--- config.mk ---
export PLATFORM = sky130hd
export DESIGN_NAME = serial_alu_ctrl
export DESIGN_NICKNAME = d
export VERILOG_FILES = /design/src/rtl/serial_alu_ctrl.sv
export SDC_FILE = /design/constraint.sdc
export NUM_CORES = 1
export LEC_CHECK = 0
export BUFFER_PORTS_ARGS = -buffer_cell sky130_fd_sc_hd__buf_4
export CORE_UTILIZATION = 47
export DETAILED_ROUTE_END_ITERATION = 8
export GPL_TIMING_DRIVEN = 1
export PLACE_DENSITY = 0.75
export REMOVE_ABC_BUFFERS = 1
export SLEW_MARGIN = 0
export SYNTH_ARGS = -nofsm -noshare
export SYNTH_HDL_FRONTEND = slang
export SYNTH_SLANG_ARGS = --single-unit
--- constraint.sdc ---
create_clock -name clk -period 5.9 [get_ports clk]
set_input_delay 0.295 -clock clk [delete_from_list [all_inputs] [get_ports clk]]
set_output_delay 0.295 -clock clk [all_outputs]
set_load 0.1 [all_outputs]
--- src/rtl/serial_alu_ctrl.sv ---
// serial_alu_ctrl: bit-serial ALU sequencer driving one 1-bit slice LSB-first over WIDTH cycles
module serial_alu_ctrl #(
    parameter int WIDTH = 8,
    parameter int CNT_W = 3
) (
    input  logic             clk,
    input  logic             rst_n,
    input  logic             start,
    input  logic [3:0]       ALU_op,
    input  logic [WIDTH-1:0] a,
    input  logic [WIDTH-1:0] b,
    output logic             ready,
    output logic             done,
    output logic [WIDTH-1:0] result,
    output logic             zero,
    output logic             overflow,
    output logic             illegal
);
    typedef enum logic [1:0] {IDLE, RUN, DONE} state_t;
    state_t           state_q, state_d;
    logic [CNT_W-1:0] cnt_q, cnt_d;
    logic [WIDTH-1:0] a_q, a_d, b_q, b_d, sh_q, sh_d, result_q, result_d;
    logic [3:0]       op_q, op_d;
    logic             carry_q, carry_d, zero_q, zero_d, ovf_q, ovf_d, ill_q, ill_d;
    logic             a1, b1, set, cout, rbit, ovf, legal;
    logic [WIDTH-1:0] fin;
    always_comb begin
        legal = ALU_op inside {4'b0000, 4'b0001, 4'b0010, 4'b0110, 4'b0111, 4'b1100};
        a1    = op_q[3] ^ a_q[0];
        b1    = op_q[2] ^ b_q[0];
        set   = a1 ^ b1 ^ carry_q;
        cout  = (a1 & b1) | (a1 & carry_q) | (b1 & carry_q);
        rbit  = op_q[1] ? (op_q[0] ? 1'b0 : set) : (op_q[0] ? (a1 | b1) : (a1 & b1));
        // op[1] marks the arithmetic ops (ADD/SUB/SLT); logic ops never flag overflow
        ovf   = op_q[1] & (carry_q ^ cout);
        fin   = (op_q[1:0] == 2'b11) ? {{(WIDTH-1){1'b0}}, set ^ ovf} : {rbit, sh_q[WIDTH-1:1]};
    end
    always_comb begin
        state_d  = state_q;
        cnt_d    = cnt_q;
        a_d      = a_q;
        b_d      = b_q;
        sh_d     = sh_q;
        op_d     = op_q;
        carry_d  = carry_q;
        result_d = result_q;
        zero_d   = zero_q;
        ovf_d    = ovf_q;
        ill_d    = ill_q;
        case (state_q)
            IDLE: if (start) begin
                a_d     = a;
                b_d     = b;
                op_d    = ALU_op;
                carry_d = ALU_op[2];
                cnt_d   = '0;
                sh_d    = '0;
                state_d = legal ? RUN : DONE;
                if (!legal) begin
                    result_d = '0;
                    zero_d   = 1'b1;
                    ovf_d    = 1'b0;
                    ill_d    = 1'b1;
                end
            end
            RUN: begin
                a_d     = a_q >> 1;
                b_d     = b_q >> 1;
                carry_d = cout;
                sh_d    = {rbit, sh_q[WIDTH-1:1]};
                cnt_d   = cnt_q + 1'b1;
                if (cnt_q == CNT_W'(WIDTH-1)) begin
                    cnt_d    = '0;
                    state_d  = DONE;
                    result_d = fin;
                    zero_d   = (fin == '0);
                    ovf_d    = ovf;
                    ill_d    = 1'b0;
                end
            end
            default: state_d = IDLE;
        endcase
    end
    always_ff @(posedge clk) begin
        if (!rst_n) begin
            state_q  <= IDLE;
            cnt_q    <= '0;
            a_q      <= '0;
            b_q      <= '0;
            sh_q     <= '0;
            op_q     <= '0;
            carry_q  <= 1'b0;
            result_q <= '0;
            zero_q   <= 1'b0;
            ovf_q    <= 1'b0;
            ill_q    <= 1'b0;
        end else begin
            state_q  <= state_d;
            cnt_q    <= cnt_d;
            a_q      <= a_d;
            b_q      <= b_d;
            sh_q     <= sh_d;
            op_q     <= op_d;
            carry_q  <= carry_d;
            result_q <= result_d;
            zero_q   <= zero_d;
            ovf_q    <= ovf_d;
            ill_q    <= ill_d;
        end
    end
    assign ready    = (state_q == IDLE);
    assign done     = (state_q == DONE);
    assign result   = result_q;
    assign zero     = zero_q;
    assign overflow = ovf_q;
    assign illegal  = ill_q;
endmodule

# After elaboration in Yosys (flattened, before gate mapping)
# Cells that the tools add are included.
word_totals:
  register_bits: 45
  input_bits: 23
  word_cells: 79
op_classes:
  add_sub_neg: 1
  n_eq_ne: 12
  muxes: 33
  bitwise: 13
  n_reduce_logical: 9
ops:
  columns: ["op", "count"]
  rows:
  - ["8-bit case mux with 2 select lines", 4]
  - ["8-bit two-way mux", 7]
  - ["1-bit two-way mux", 11]
  - ["4-bit by 3-bit equality test with 1-bit output, second input constant", 2]
  - ["8-bit logical NOT", 1]
  - ["1-bit case mux with 2 select lines", 4]
  - ["2-bit two-way mux", 3]
  - ["3-bit two-way mux", 2]
  - ["2-bit inequality test, second input constant", 3]
  - ["3-bit case mux with 2 select lines", 1]
  - ["2-bit AND reduction", 3]
  - ["6-bit nonzero test", 1]
  - ["1-bit XOR", 6]
  - ["1-bit bitwise AND", 4]
  - ["2-bit equality test, second input constant", 2]
  - ["4-bit by 1-bit equality test with 1-bit output, second input constant", 1]
  - ["4-bit by 2-bit equality test with 1-bit output, second input constant", 1]
  - ["4-bit equality test, second input constant", 1]
  - ["4-bit logical NOT", 1]
  - ["2-bit case mux with 2 select lines", 1]
  - ["4-bit AND reduction", 1]
  - ["3-bit by 1-bit adder with 3-bit output, second input constant", 1]
  - ["3-bit equality test, second input constant", 1]
  - ["1-bit OR", 3]
  - ["3 further kinds", 3]

# Longest topological paths before layout
# Gate-level depths: netlist (run 1).
logic_depth:
  depth_word: 11
  ltp_mapped: 6

# Worst setup path after synthesis (run 1)
# OpenSTA, ideal clock, no wires.
synth_path:
  kind: "reg-to-output"
  from: "register state_q[1]"
  to: "output port done"
  t_arrival_ns: 1.747
  required_time_ns: 5.605
  slack_ns: 3.858
  path_stages_with_launch: 2
  path_buffers: 0
  path_cell_list: "dfxtp_1 -> nor2b_1"
synth_via:
  elab_chain_len: 1
synth_lines:
  columns: ["element", "line", "source"]
  rows:
  - ["start: declaration", "20", "state_t state_q, state_d;"]
  - ["start signal: assignment", "98", "state_q <= state_d;"]
  - ["2-bit equality test", "112", "assign done = (state_q == DONE);"]
  - ["end: declaration", "13", "output logic done,"]
# No other way between the ends.

# Final worst setup path (run 1)
layout_path:
  from: "register state_q[0]"
  to: "register result_q[5] (netlist: result[5])"
layout_via:
  elab_chain_len: 3
layout_lines:
  columns: ["element", "line", "source"]
  rows:
  - ["2-bit by 1-bit equality test with 1-bit output or 2-bit logical NOT (tied branches)", "50", "case (state_q)"]
  - ["2-bit inequality test (no source line) or 2-bit nonzero test (tied branches)", null, null]
  - ["4-bit AND reduction (no source line)", null, null]
  - ["end signal: assignment", "105", "result_q <= result_d;"]
  - ["end: declaration", "22", "logic [WIDTH-1:0] a_q, a_d, b_q, b_d, sh_q, sh_d, result_q, result_d;"]
# Several ways; a longest one is shown, not always the timed one.
# A chain may end at the register's enable or synchronous reset.

==> flow_metrics.tcl, run 1 <==
set metrics [dict create \
    status "completed" \
    chipHeight_um 68.02 \
    timing.final.setup_violations 0 \
    critical_path_required_ps 6130 \
    synth_area_mm2 0.002048 \
    grt_setup_unrepaired "no" \
    antenna_cells_inserted 0 \
    drc_errors 0 \
    vdd.ir_drop.worst_mv 0.1523 \
    relSlewSlack_pct 27.22 \
    critPathMaxFanout 17 \
    cts_post_setup_buffers_inserted 0 \
    dp.final_hpwl_um 2617 \
    std_cell_rows 23 \
    design.final.nets 293 \
    die_area_mm2 0.004626 \
    pin_count 36 \
    cts_made_buffers 5 \
    ant_nets 0 \
    drt-vias-per-instance 5.443 \
    global_route_wire_length_before_repair_um 6762 \
    timing.critical_path.mode_cell "nand2_1" \
    worst_setup_path_end_kind "register" \
    clk_latency_ps 300 \
    drt_first_iter_violations 129 \
    clockRootBuffer "clkbuf_8" \
    total_vias_in_the_final_route 1720 \
    crit_buf_inv 0 \
    clkTransAtPathRegs_ps 90 \
    initial_core_util_pct 50.12 \
    vias_in_the_first_global_route 1582 \
    syn-mean-instance-area_um2 8.499 \
    sinks_on_the_clock_net 44 \
    grt_antenna_before_repair 0 \
    worst-r2r-setup-slack_ps 3600 \
    worstPathCellList "nor2b_1 -> nand2_1 -> nand2_1 -> mux2i_1" \
    timing.critical_path.max_delay_family "simple AND/OR/NAND/NOR gates" \
    fin_setup_tns_ps 0 \
    gp_congestion 0.8003 \
    ys.flop_type "dfxtp_1" \
    critical_path_class "register to register" \
    wl_um 4038 \
    grt.total_usage_pct 19.79 \
    final-max-slew-violation-count 0 \
    fmax_mhz 435.1 \
    postSynthRegisterBits 44 \
    synth_cells 241 \
    worst_clock_skew_ps 10.38 \
    postCtsHoldBufs 0 \
    synth_seq_area_share_pct 43.01 \
    power.static_leakage_nw 1.100 \
    critical_path.slowest_cell "nor2b_1" \
    grt_max_degree 53 \
    finalCritPeriodShare_pct 38.95 \
    final_hold_viol_count 0 \
    netlist-cell-type-count 34 \
    async_reset_ff_share_pct 0 \
    placeable_area_mm2 0.004086 \
    clk_path_buf_depth 2 \
    cap_viol_max_count 0 \
    final_area_mm2 0.002411 \
    worst_path_largest_cell_delay_ps 890 \
    synth_edf_count 0 \
    mostFrequentLayoutCell "nand2_1" \
    min_path_type "primary input to register" \
    start_kind "register" \
    yosysWarningCount 0 \
    dpl-instance-area_mm2 0.002313 \
    layout-area-overhead-vs-synth_pct 17.72 \
    drive_gt1_share_pct 18.05 \
    globalRouteOverflowTotal 0 \
    cts_resized 0 \
    worst-endpoint-arrival_ps 2530 \
    post_layout_min_period_ps 2298 \
    clock_tree_from_tritoncts "yes" \
    die_x_um 68.02 \
    htree_levels 2 \
    transition_time_of_the_tightest_slew_check_pin_ps 1089 \
    placement.io_buffers 35 \
    routed_wire_length_per_instance_um 12.78 \
    mostFrequentLayoutCells "nand2_1 (65), dfxtp_1 (44), buf_4 (37), nand3_1 (27), a21boi_0 (15)" \
    pwr_density_cell_mw_per_mm2 274.0 \
    dr.pass1.iters 4 \
]
-- power by group --
part	internal [mW]	switching [mW]
clock network	0.0948	0.105
registers	0.315	0.0118
logic	0.0555	0.0789
total	0.465	0.196
-- kinds of logic (layout without fill, tap and decap cells) --
kind of cell | Yosys count | in the layout | share of synthesized area (%)
muxes | 7 | 7 | 3.421
AOI/OAI and AO/OA | 42 | 42 | 16.74
xor gates and xnor gates | 5 | 5 | 2.871
buffers and inverters | 24 | 49 | 4.643
DFF | 44 | 44 | 43.01
and+or+nand+nor | 114 | 114 | 25.90
adders and majority gates | 5 | 5 | 3.421
-- worst min-delay path: cells and delay by family --
family | cells | cell delay [ps]
buffers and inverters | 1 | 110
and+or+nand+nor | 1 | 40
AOI/OAI and AO/OA | 1 | 60
-- metal layers --
metal	wire length (um)	global-route usage [%]	share of wire, %
met5	0	0	0
met4	62	7.813	1.5
met1	1946	24.69	48
met3	165	6.333	4.1
met2	1863	31.37	46
-- through the flow --
| step | power [mW] | hold slack (ps) | cells | worst slack (ps) | util (%) |
|---|---|---|---|---|---|
| final | 0.6606 | 248.2 | 316 | 3602 | 59.00 |
| after global routing | 0.6948 | 254.3 | 316 | 3395 | 59.00 |
| after CTS | 0.6665 | 242.9 | 316 | 3574 | 59.00 |
| after detailed placement | 0.4680 | 446.3 | 308 | 3592 | 56.61 |
| after global placement | 0.4669 | 443.4 | 308 | 3733 | 56.61 |
| after floorplan | 0.4277 | 416.7 | 221 | 3436 | - |
-- final cells by class --
| class | count | area [um^2] |
|---|---|---|
| fillers | 378 | 1675 |
| repair buffers | 37 | 277.8 |
| well taps | 50 | 62.56 |
| multi-input cells | 173 | 1077 |
| inverters | 4 | 15.01 |
| clock buffers | 6 | 82.58 |
| flip-flops and latches | 44 | 880.8 |
| clock inverters | 2 | 15.01 |
-- sequential cells by signal, summed over array words and instances (netlist names) --
register and flops:
illegal 1, a_q 8, op_q 4, state_q 2, b_q 8, overflow 1, zero 1, sh_q 7
result 8, carry_q 1, cnt_q 3
-- path summary, 6_finish.rpt --
| kind | end | start | depth (start not counted) |
|---|---|---|---|
| max | result[5]$_SDFFE_PN0P_ | state_q[0]$_SDFFE_PN0P_ | 4 |
| min | a_q[7]$_SDFFE_PN0P_ | a[7] | 3 |
| max reg2reg | result[5]$_SDFFE_PN0P_ | state_q[0]$_SDFFE_PN0P_ | 4 |
| min reg2reg | overflow$_SDFFE_PN0P_ | overflow$_SDFFE_PN0P_ | 2 |
-- synthesized netlist by cell type, types with 3 or more instances --
master    instances  area [um^2]
a21boi_0         15        112.6
a31oi_1           3        18.77
buf_2             4        20.02
clkbuf_1         14        52.55
dfxtp_1          44        880.8
ha_1              4        50.05
inv_1             4        15.01
mux2i_1           7        70.07
nand2_1          65        244.0
nand3_1          27        135.1
nand4_1           5        31.28
nor2b_1           3        18.77
o211a_1          14        140.1
o22ai_1           4        25.02
xor2_1            4        35.03
Power figures use the tool's default switching activity.
==> run 2, diff against run 1 <==
==> constraint.sdc (replaced) <==
create_clock -name clk -period 2.2 [get_ports clk]
set_input_delay 0.11 -clock clk [delete_from_list [all_inputs] [get_ports clk]]
set_output_delay 0.11 -clock clk [all_outputs]
set_load 0.1 [all_outputs]
==> run 2 against run 1 <==
Compared with the run above:
- hold slack lost 170 ps
- via count is 1.9% lower
- first-iteration DRC count is 16% lower
- clock power grew to 2.5 times the previous value
- power grew to 2.7 times the previous value
==> flow_metrics.tcl, run 2 (synthesized netlist as in run 1, its figures left out) <==
set metrics [dict create \
    die_x_um 68.02 \
    dr.pass1.iters 4 \
    power.static_leakage_nw 1.118 \
    drt-vias-per-instance 5.288 \
    timing.final.setup_violations 0 \
    clk_path_buf_depth 2 \
    final_hold_viol_count 0 \
    drt_first_iter_violations 108 \
    global_route_wire_length_before_repair_um 6906 \
    dp.final_hpwl_um 2583 \
    grt.total_usage_pct 19.78 \
    regToRegEndpoint "zero$_SDFFE_PN0P_" \
    design.final.nets 296 \
    fmax_mhz 491.3 \
    clkTransAtPathRegs_ps 80 \
    worstHoldPathCells 3 \
    hold_path.startpoint "b[7]" \
    cap_viol_max_count 0 \
    drive_gt1_share_pct 19.70 \
    status "completed" \
    postCtsHoldBufs 0 \
    critical_path_class "register to register" \
    std_cell_rows 23 \
    worstPathCellList "xor2_2 -> fa_1 -> xor3_1 -> mux2i_1 -> nor3b_2 -> o221a_1" \
    worst_clock_skew_ps 6.823 \
    placement.io_buffers 35 \
    routed_wire_length_per_instance_um 12.50 \
    layout.filler_cells 386 \
    pin_count 36 \
    pwr_density_cell_mw_per_mm2 718.4 \
    vias_in_the_first_global_route 1532 \
    wl_um 3987 \
    hold_slack_ps 81.30 \
    finalCritPeriodShare_pct 92.51 \
    chipHeight_um 68.02 \
    clock_tree_from_tritoncts "yes" \
    ant_nets 0 \
    placeable_area_mm2 0.004086 \
    worst-r2r-setup-slack_ps 160 \
    gp_congestion 0.7564 \
    utilization_pct 59.80 \
    clockRootBuffer "clkbuf_8" \
    r2r.worst_path.cells 6 \
    transition_time_of_the_tightest_slew_check_pin_ps 636.5 \
    grt_antenna_before_repair 0 \
    start_kind "register" \
    drc_errors 0 \
    min_path_type "primary input to register" \
    antenna_cells_inserted 0 \
    critical_path.slowest_cell "fa_1" \
    layout-area-overhead-vs-synth_pct 19.30 \
    critPathMaxFanout 3 \
    holdPathEnd "b_q[7]$_SDFFE_PN0P_" \
    cts_made_buffers 5 \
    final-max-slew-violation-count 0 \
    vdd.ir_drop.worst_mv 0.5167 \
    crit_buf_inv 0 \
    grt_setup_unrepaired "no" \
    sinks_on_the_clock_net 44 \
    critical_path_required_ps 2430 \
    post_layout_min_period_ps 2035 \
    htree_levels 2 \
    launch_point_of_the_worst_reg_to_reg_path "op_q[3]$_SDFFE_PN0P_" \
    worst_path_largest_cell_delay_ps 480 \
    mostFrequentLayoutCells "nand2_1 (65), dfxtp_1 (42), buf_4 (40), nand3_1 (27), a21boi_0 (15)" \
    die_area_mm2 0.004626 \
    fin_setup_tns_ps 0 \
    globalRouteOverflowTotal 0 \
    total_vias_in_the_final_route 1687 \
    initial_core_util_pct 50.12 \
    mostFrequentLayoutCell "nand2_1" \
    grt_max_degree 53 \
    worst_setup_path_end_kind "register" \
    clk_latency_ps 280 \
    worst-endpoint-arrival_ps 2270 \
    relSlewSlack_pct 57.56 \
    timing.critical_path.max_delay_family "XOR/XNOR gates" \
]
[run 2: final cells by class]
class | instances | area (um^2) | share of cell area (%)
timing repair buffer | 40 | 300.3 | 12.29
sequential | 44 | 883.3 | 36.15
tap | 50 | 62.56 | 2.560
multi-input combinational | 173 | 1092 | 44.70
inverter | 4 | 15.01 | 0.6144
clock buffer | 8 | 90.09 | 3.687
[run 2: through the flow]
stage                     setup WS [ps]  std cells  instance area [um^2]  power [mW]
after floorplan                  -263.8        221                  1968       1.147
after detailed placement          92.04        309                  2321       1.260
after global placement            164.8        309                  2321       1.254
after global routing              8.508        319                  2444       1.857
after CTS                         78.90        317                  2411       1.764
final                             164.7        319                  2444       1.755
[run 2: how the worst max path moves through the flow]
| stage | startpoint | end | slack, ps | depth (start not counted) |
|---|---|---|---|---|
| 5_1_grt | op_q[3]$_SDFFE_PN0P_ | zero$_SDFFE_PN0P_ | 9 | 6 |
| 3_3_place_gp | op_q[3]$_SDFFE_PN0P_ | zero$_SDFFE_PN0P_ | 160 | 6 |
| 4_1_cts | op_q[3]$_SDFFE_PN0P_ | zero$_SDFFE_PN0P_ | 80 | 6 |
| 2_1_floorplan | state_q[1]$_SDFFE_PN0P_ | zero$_SDFFE_PN0P_ | -260 | 4 |
| 6_report | op_q[3]$_SDFFE_PN0P_ | zero$_SDFFE_PN0P_ | 160 | 6 |
| 3_5_place_dp | op_q[3]$_SDFFE_PN0P_ | zero$_SDFFE_PN0P_ | 90 | 6 |
[run 2: what timing repair did]
item,4_1_cts,5_1_grt
gates resized for setup,0,4
endpoints found under the setup margin,0,1
setup buffers,0,2
[run 2: layer usage]
layer,part of all wire [%],vias to the layer above,global-route usage [%]
met5,0,-,0
met4,0.33,0,4.688
met3,2.9,2,4.500
met2,46,26,30.15
met1,51,778,28.07
li1,-,881,-
[run 2: tightest hold or removal path, delay by kind of cell]
family	cells	cell delay, ps
buf+inv	1	100
compound gates	1	60
simple gates	1	40
[run 2: report_power, final]
part / internal, mW / leakage, nW / total, mW / switching (mW)
combinational: 0.157 / 0.712 / 0.370 / 0.213
sequential: 0.844 / 0.360 / 0.880 / 0.0352
clock: 0.256 / 0.0455 / 0.506 / 0.250
total: 1.26 / 1.12 / 1.76 / 0.498
